--- src/rtl/rgb565_fifo_unpack.sv ---
// rgb565_fifo_unpack: read-side unpacker behind the prefetch async FIFO.
// Pops 32-bit words from the FIFO's show-ahead read port and splits each word
// into two RGB565 pixels, one per pix_req. It also tracks the pixel/line
// position and flags underflow with a fill pixel.
//
// Ports:
//   rd_clk, rd_rst      pixel/read clock, async active-high reset
//   frame_start         flush local state, zero counters, clear underflow
//   pix_req             downstream wants one pixel this cycle
//   fifo_rd_en          pop the FIFO head word (combinational)
//   fifo_rd_vld/data    FIFO show-ahead head word
//   pix_vld/pix_data    registered pixel output, one cycle after pix_req
//   line_end/frame_end  registered qualifiers for the last pixel of a line/frame
//   underflow           sticky, set with the first fill pixel
//
// Build option: define UNPACK_HI_FIRST_EN to emit [31:16] before [15:0].
module rgb565_fifo_unpack #(
  parameter int unsigned PIX_PER_LINE = 1024,
  parameter int unsigned LINES        = 768,
  parameter logic [15:0] FILL_PIX     = 16'h0000
) (
  input  logic        rd_clk,
  input  logic        rd_rst,
  input  logic        frame_start,
  input  logic        pix_req,
  output logic        fifo_rd_en,
  input  logic        fifo_rd_vld,
  input  logic [31:0] fifo_rd_data,
  output logic        pix_vld,
  output logic [15:0] pix_data,
  output logic        line_end,
  output logic        frame_end,
  output logic        underflow
);

  localparam int unsigned XW = (PIX_PER_LINE > 1) ? $clog2(PIX_PER_LINE) : 1;
  localparam int unsigned YW = (LINES > 1) ? $clog2(LINES) : 1;
  localparam logic [XW-1:0] XLast = XW'(PIX_PER_LINE - 1);
  localparam logic [YW-1:0] YLast = YW'(LINES - 1);

  typedef enum logic [1:0] {StEmpty, StHaveLo, StHaveHi} state_e;

  state_e        state_q, state_d;
  logic [31:0]   hold_q, hold_d;
  logic [XW-1:0] x_cnt_q, x_cnt_d;
  logic [YW-1:0] y_cnt_q, y_cnt_d;
  logic          pix_vld_q, line_end_q, frame_end_q, underflow_q;
  logic [15:0]   pix_data_q;
  logic          emit;
  logic          fill;
  logic [15:0]   emit_data;

  // First/second pixel of a word in emission order.
  function automatic logic [15:0] first_half(input logic [31:0] w);
`ifdef UNPACK_HI_FIRST_EN
    return w[31:16];
`else
    return w[15:0];
`endif
  endfunction

  function automatic logic [15:0] second_half(input logic [31:0] w);
`ifdef UNPACK_HI_FIRST_EN
    return w[15:0];
`else
    return w[31:16];
`endif
  endfunction

  // Gated by reset so nothing is popped while the block is held in reset.
  assign fifo_rd_en = fifo_rd_vld && !frame_start && !rd_rst &&
                      (state_q == StEmpty || (state_q == StHaveHi && pix_req));

  always_comb begin
    state_d   = state_q;
    hold_d    = hold_q;
    emit      = 1'b0;
    fill      = 1'b0;
    emit_data = FILL_PIX;
    if (frame_start) begin
      state_d = StEmpty;
      hold_d  = '0;
    end else begin
      unique case (state_q)
        StEmpty: begin
          if (fifo_rd_en) begin
            hold_d = fifo_rd_data;
            if (pix_req) begin
              // Bypass: the word arriving now feeds this request directly.
              emit      = 1'b1;
              emit_data = first_half(fifo_rd_data);
              state_d   = StHaveHi;
            end else begin
              state_d = StHaveLo;
            end
          end else if (pix_req) begin
            emit = 1'b1;
            fill = 1'b1;
          end
        end
        StHaveLo: begin
          if (pix_req) begin
            emit      = 1'b1;
            emit_data = first_half(hold_q);
            state_d   = StHaveHi;
          end
        end
        StHaveHi: begin
          if (pix_req) begin
            emit      = 1'b1;
            emit_data = second_half(hold_q);
            if (fifo_rd_en) begin
              hold_d  = fifo_rd_data;
              state_d = StHaveLo;
            end else begin
              state_d = StEmpty;
            end
          end
        end
        default: state_d = StEmpty;
      endcase
    end
  end

  always_comb begin
    x_cnt_d = x_cnt_q;
    y_cnt_d = y_cnt_q;
    if (frame_start) begin
      x_cnt_d = '0;
      y_cnt_d = '0;
    end else if (emit) begin
      if (x_cnt_q == XLast) begin
        x_cnt_d = '0;
        y_cnt_d = (y_cnt_q == YLast) ? '0 : y_cnt_q + 1'b1;
      end else begin
        x_cnt_d = x_cnt_q + 1'b1;
      end
    end
  end

  always_ff @(posedge rd_clk or posedge rd_rst) begin
    if (rd_rst) begin
      state_q     <= StEmpty;
      hold_q      <= '0;
      x_cnt_q     <= '0;
      y_cnt_q     <= '0;
      pix_vld_q   <= 1'b0;
      pix_data_q  <= '0;
      line_end_q  <= 1'b0;
      frame_end_q <= 1'b0;
      underflow_q <= 1'b0;
    end else begin
      state_q     <= state_d;
      hold_q      <= hold_d;
      x_cnt_q     <= x_cnt_d;
      y_cnt_q     <= y_cnt_d;
      pix_vld_q   <= emit;
      if (emit) begin
        pix_data_q <= emit_data;
      end
      line_end_q  <= emit && (x_cnt_q == XLast);
      frame_end_q <= emit && (x_cnt_q == XLast) && (y_cnt_q == YLast);
      if (frame_start) begin
        underflow_q <= 1'b0;
      end else if (fill) begin
        underflow_q <= 1'b1;
      end
    end
  end

  assign pix_vld   = pix_vld_q;
  assign pix_data  = pix_data_q;
  assign line_end  = line_end_q;
  assign frame_end = frame_end_q;
  assign underflow = underflow_q;

endmodule

--- config.mk ---
export PLATFORM = sky130hd
export DESIGN_NAME = rgb565_fifo_unpack
export DESIGN_NICKNAME = d
export VERILOG_FILES = /design/src/rtl/rgb565_fifo_unpack.sv
export SDC_FILE = /design/constraint.sdc
export NUM_CORES = 1
export LEC_CHECK = 0
export CAP_MARGIN = 20
export CORE_MARGIN = 4
export CORE_UTILIZATION = 40
export DETAILED_ROUTE_END_ITERATION = 16
export SYNTH_ARGS = -nofsm -noshare
export SYNTH_HDL_FRONTEND = slang
export SYNTH_SLANG_ARGS = --single-unit
export TNS_END_PERCENT = 20
--- constraint.sdc ---
create_clock -name rd_clk -period 5.5 [get_ports rd_clk]
set_clock_uncertainty 0.2 [all_clocks]
set_input_delay 0.825 -clock rd_clk [delete_from_list [all_inputs] [get_ports rd_clk]]
set_output_delay 0.825 -clock rd_clk [all_outputs]
set_load 0.02 [all_outputs]
==> flow_summary.json, run 1 <==
{
  "regArea_sq_um": 1850,
  "slew_headroom_pct": 35.3,
  "cp_max_fo": 33,
  "die_area_sq_um": 10500,
  "slowest_stage": "clkdlybuf4s50_1",
  "clk_pin_slew_ns": 0.07,
  "wl_um": 8290,
  "std_cell_rows": 34,
  "overflow": 0,
  "antenna_found_initial": 0,
  "start_util_pct": 40.9,
  "cts_hold_buf": 0,
  "final_cell_mix": "dfrtp_1, nand2_1, a21oi_1",
  "clock.fmax_ghz": 0.239,
  "fp.coreArea_sq_um": 8680,
  "status": "finished, final reports clean",
  "ys_warn_count": 0,
  "drt_first_pass_iters": 4,
  "drive_gt1_share_pct": 6.05,
  "required_ns": 4.47,
  "io_pins": 58,
  "synth_cells": 410,
  "criticalPathCategory": "input port to output pin",
  "hp-class": "flip-flop to flip-flop",
  "worstSetupEndpointType": "output pin",
  "cp_slowest_stage_delay_ns": 0.70,
  "post_cts_resized": 0,
  "root_buffer": "clkbuf_8",
  "min_period_ns": 4.18,
  "drv_cap": 0,
  "areaGrowthSynthToFinish_pct": 25.9,
  "grt_pass1_wl_um": 14000,
  "hpwl_um": 5340,
  "fin_nets": 497,
  "setup_tns_ns": 0,
  "n_fill_cell": 853,
  "num_antenna_cells": 0,
  "cts_tree": "done",
  "rsz0062_at_grt": "false",
  "hold_viol": 0,
  "final_common_cell": "dfrtp_1",
  "viasPerCell": 5.19,
  "ys_ff_latch": 74,
  "clock-sinks": 74,
  "drt_iter0_drc": 263,
  "drv_slew": 0,
  "synth_cell_types": 35,
  "multi_input_comb_area_sq_um": 1540,
  "path_buf_inv": 3,
  "gp_congestion": 0.795,
  "drc": 0,
  "portBuffers": 57,
  "power_density_nw_per_um2": 300,
  "cpMostUsedCell": "clkdlybuf4s50_1",
  "critical_path.top_delay_family": "buffers and inverters",
  "die_h_um": 102,
  "netlist_area_sq_um": 3550,
  "cp-start-kind": "input port",
  "irDropWorstVdd_uv": 124,
  "yosysSeqAreaShare_pct": 52.1,
  "synthesis.nets": 449,
  "grt_max_degree": 75,
  "cts_buffer_depth": 2,
  "power_leakage_nw": 1.89,
  "grtUsageTotal_pct": 17.0,
  "crit_arrival_ns": 3.16,
  "tightestPinTransition_ns": 0.966,
  "crit_chain": "clkdlybuf4s50_1 -> or4b_4 -> or2_1 -> clkinv_2 -> clkdlybuf4s50_1",
  "antenna_left": 0,
  "fin_crit_sh_pct": 76.1,
  "die_x_um": 102,
  "grt_pass1_vias": 2906,
  "wl_per_cell_um": 14.5,
  "whs_ns": 0.300,
  "clk_latency_ns": 0.34,
  "syn_area_per_cell_sq_um": 8.67,
  "cts_setup_buffers": 0,
  "setup_violations": 0,
  "num_vias": 2964,
  "cts_made_buffers": 9,
  "htree_levels": 3
}
## cell families after synthesis
family	Yosys count	synth area share, %
AO/OA/AOI/OAI	109	16.8
multiplexers	4	1.13
XOR/XNOR	8	1.97
buffers and inverters	34	4.65
adder cells (fa/ha/maj)	2	0.704
AND/OR/NAND/NOR	179	22.7
flip-flops	74	52.1
## routing by layer
layer	wire length, um	vias to the layer above	GRT usage (%)
met5	0	-	0
met4	130	0	7.47
met3	330	13	2.80
met2	3880	62	26.0
met1	3950	1399	23.8
li1	-	1490	-
## final timing paths
check,startpoint,endpoint,slack [ns],cells past startpoint
max,rd_rst,fifo_rd_en,1.32,5
min,y_cnt_q[9],y_cnt_q[9],0.30,1
max reg2reg,state_q[1],y_cnt_q[9],3.02,5
min reg2reg,y_cnt_q[9],y_cnt_q[9],0.30,1
max in group asynchronous,rd_rst,hold_q[15],3.54,3
min in group asynchronous,rd_rst,x_cnt_q[3],0.96,3
## flip-flops by register name, indices dropped and copies added, names as in the netlist
register	cells
pix_vld	1
pix_data	16
line_end	1
hold_q	32
underflow	1
x_cnt_q	10
state_q	2
frame_end	1
y_cnt_q	10
## synthesized netlist by cell type, drive strengths merged
library cell,n,area [sq um]
a211o,1,8.76
a21boi,1,7.51
a21oi,70,350
a22oi,1,7.51
a2bb2oi,1,8.76
a31oi,4,25.0
a41oi,4,35.0
and2,6,37.5
and3,10,62.6
and4,2,17.5
buf,11,77.6
clkbuf,16,60.1
clkinv,1,5.00
dfrtp,74,1850
ha,2,25.0
inv,6,22.5
mux2i,4,40.0
nand2,73,274
nand2b,1,6.26
nand3,10,50.1
nand4,6,37.5
nor2,60,225
nor2b,4,25.0
nor4b,1,23.8
o2111ai,3,26.3
o211ai,2,15.0
o21ai,21,105
o22ai,1,6.26
or2,1,6.26
or3,3,18.8
or4,1,7.51
or4b,1,13.8
xor2,8,70.1
## worst register-to-register path, cell delays in order (launching register included)
cell,delay (ns)
dfrtp_1,0.92
a21boi_0,0.19
buf_4,0.23
a41oi_1,0.61
a41oi_1,0.10
mux2i_1,0.17
## cell type report
cell class | count | area share [%]
Tap cell | 108 | 3.02
Sequential cell | 74 | 41.4
Multi-Input combinational cell | 302 | 34.3
Clock inverter | 4 | 2.68
Clock buffer | 12 | 3.69
Timing Repair Buffer | 64 | 14.3
Inverter | 7 | 0.615
## through the flow
step	cell area (sq um)	power [W]	setup slack [ns]	utilization (%)	cells
finish	4470	0.00134	1.32	51.6	571
global route	4470	0.00140	1.22	51.6	571
detailed placement	4160	0.000767	1.33	48.0	554
CTS	4450	0.00135	1.32	51.2	570
floorplan	3550	0.000683	2.17	-	410
global placement	4160	0.000765	1.35	48.0	554
## power breakdown
part           switching [W]  leakage (nW)  internal (W)
registers          0.0000180         0.993      0.000568
logic              0.0000924         0.756     0.0000774
clock network       0.000199         0.143      0.000385
Power figures use the tool's default switching activity.
==> inputs of run 2 (changes only) <==
Clock period 5.5 ns to 3.9 ns, I/O delays scaled along.
==> flow_summary.json, run 2 (same netlist as run 1, synthesis figures left out) <==
{
  "reg2reg_depth": 5,
  "cpMostUsedCell": "clkdlybuf4s50_1",
  "cts_setup_buffers": 0,
  "cts_buffer_depth": 2,
  "io_pins": 58,
  "die_area_sq_um": 10500,
  "hp-class": "flip-flop to flip-flop",
  "grt_pass1_wl_um": 14100,
  "grt_pass1_vias": 2914,
  "num_vias": 3032,
  "wl_per_cell_um": 14.9,
  "timing.rr.end": "y_cnt_q[9]",
  "overflow": 0,
  "min_period_ns": 3.33,
  "status": "finished, final reports clean",
  "setup_violations": 0,
  "switchingPower_w": 0.000440,
  "htree_levels": 3,
  "clock-sinks": 74,
  "slew_headroom_pct": 40.9,
  "hold_viol": 0,
  "slowest_stage": "clkdlybuf4s50_1",
  "crit_chain": "clkdlybuf4s50_1 -> or4b_4 -> or2_1 -> clkinv_2 -> clkdlybuf4s50_1",
  "p_sw_share_pct": 26.5,
  "portBuffers": 57,
  "irDropWorstVdd_uv": 159,
  "cp-startpoint": "rd_rst",
  "drt_first_pass_iters": 4,
  "fp.coreArea_sq_um": 8680,
  "wl_um": 8570,
  "whs_ns": 0.299,
  "root_buffer": "clkbuf_8",
  "setup_tns_ns": 0,
  "p_int_w": 0.00122,
  "power_leakage_nw": 1.86,
  "largest_reg_flops": 32,
  "drv_cap": 0,
  "drv_slew": 0,
  "cp-start-kind": "input port",
  "power_frac_comb_pct": 14.4,
  "clock.fmax_ghz": 0.300,
  "std_cell_rows": 34,
  "clk_latency_ns": 0.35,
  "viasPerCell": 5.29,
  "n_fill_cell": 852,
  "cts_tree": "done",
  "die_x_um": 102,
  "largest-register": "hold_q",
  "clk_pin_slew_ns": 0.07,
  "areaGrowthSynthToFinish_pct": 23.2,
  "drt_iter0_drc": 141,
  "final_common_cell": "dfrtp_1",
  "worstSetupEndpointType": "output pin",
  "tightestPinTransition_ns": 0.887,
  "final_area_sq_um": 4380,
  "hpwl_um": 5630,
  "cts_hold_buf": 0,
  "pre_cts_slack_ns": 0.562,
  "fin_crit_sh_pct": 85.4,
  "seqPwrFrac_pct": 49.8,
  "rr_startpoint": "state_q[1]",
  "drc": 0,
  "cp_slowest_stage_delay_ns": 0.60,
  "p_clk_share_pct": 35.8,
  "cts_made_buffers": 9,
  "num_antenna_cells": 0,
  "crit_arrival_ns": 2.54,
  "cp_max_fo": 3,
  "criticalPathCategory": "input port to output pin",
  "required_ns": 3.12,
  "endpoint": "fifo_rd_en",
  "antenna_left": 0,
  "post_cts_resized": 0,
  "dp.cells": 557,
  "antenna_found_initial": 0,
  "multi_input_comb_area_sq_um": 1540,
  "final_cell_mix": "dfrtp_1, nand2_1, a21oi_1",
  "place_area_sq_um": 4180,
  "die_h_um": 102,
  "start_util_pct": 40.9,
  "power_density_nw_per_um2": 379,
  "gp_congestion": 0.742,
  "fin_nets": 499,
  "worst_slack_ns": 0.570,
  "drive_gt1_share_pct": 6.24,
  "final_cells": 573,
  "grt_max_degree": 52,
  "rsz0062_at_grt": "false",
  "grtUsageTotal_pct": 17.2,
  "ff2ff_setup_slack_ns": 1.34,
  "regArea_sq_um": 1850
}
run 2: cell count changes in the layout (fill, tap and decap cells not counted), sizes merged:
cell / delta
clkinv: +4
bufinv: -3
buf: +2
clkbuf: -1
run 2: worst min path at each step:
| stage | start | depth (start not counted) | endpoint | slack, ns |
|---|---|---|---|---|
| after global routing | pix_data[3] | 2 | pix_data[3] | 0.33 |
| after floorplan | y_cnt_q[7] | 1 | y_cnt_q[7] | 0.26 |
| after detailed placement | pix_data[3] | 2 | pix_data[3] | 0.29 |
| final | pix_data[3] | 2 | pix_data[3] | 0.30 |
| after global placement | y_cnt_q[9] | 1 | y_cnt_q[9] | 0.28 |
| after CTS | pix_data[3] | 2 | pix_data[3] | 0.31 |
run 2: worst max-delay path, delay by kind of cell:
family,cells,cell delay [ns]
and+or+nand+nor,2,0.83
buffers and inverters,3,1.13
run 2: routing by layer:
layer	part of all wire, %	up-vias	GRT usage (%)
met3	4.0	7	4.37
li1	-	1500	-
met1	46	1457	22.6
met5	0	-	0
met4	0.96	0	4.54
met2	49	68	28.3
run 2: power groups by stage:
stage	clock, W	combinational, W	sequential [W]
after global placement	0	0.000240	0.000842
after detailed placement	0	0.000243	0.000842
after CTS	0.000612	0.000243	0.000827
after floorplan	0	0.000101	0.000862
final	0.000595	0.000239	0.000827
after global routing	0.000636	0.000263	0.000832
run 2: final cells by class:
class / count / area share (%)
clock buffers: 11 / 3.23
clock inverters: 5 / 1.23
inverters: 7 / 0.629
multi-input cells: 302 / 35.1
flip-flops and latches: 74 / 42.3
well taps: 108 / 3.09
repair buffers: 66 / 14.5
run 2: per-stage QoR:
step | utilization (%) | power (W)
2_1_floorplan | - | 0.000963
6_report | 50.5 | 0.00166
4_1_cts | 50.5 | 0.00168
5_1_grt | 50.5 | 0.00173
3_5_place_dp | 48.2 | 0.00108
3_3_place_gp | 48.2 | 0.00108
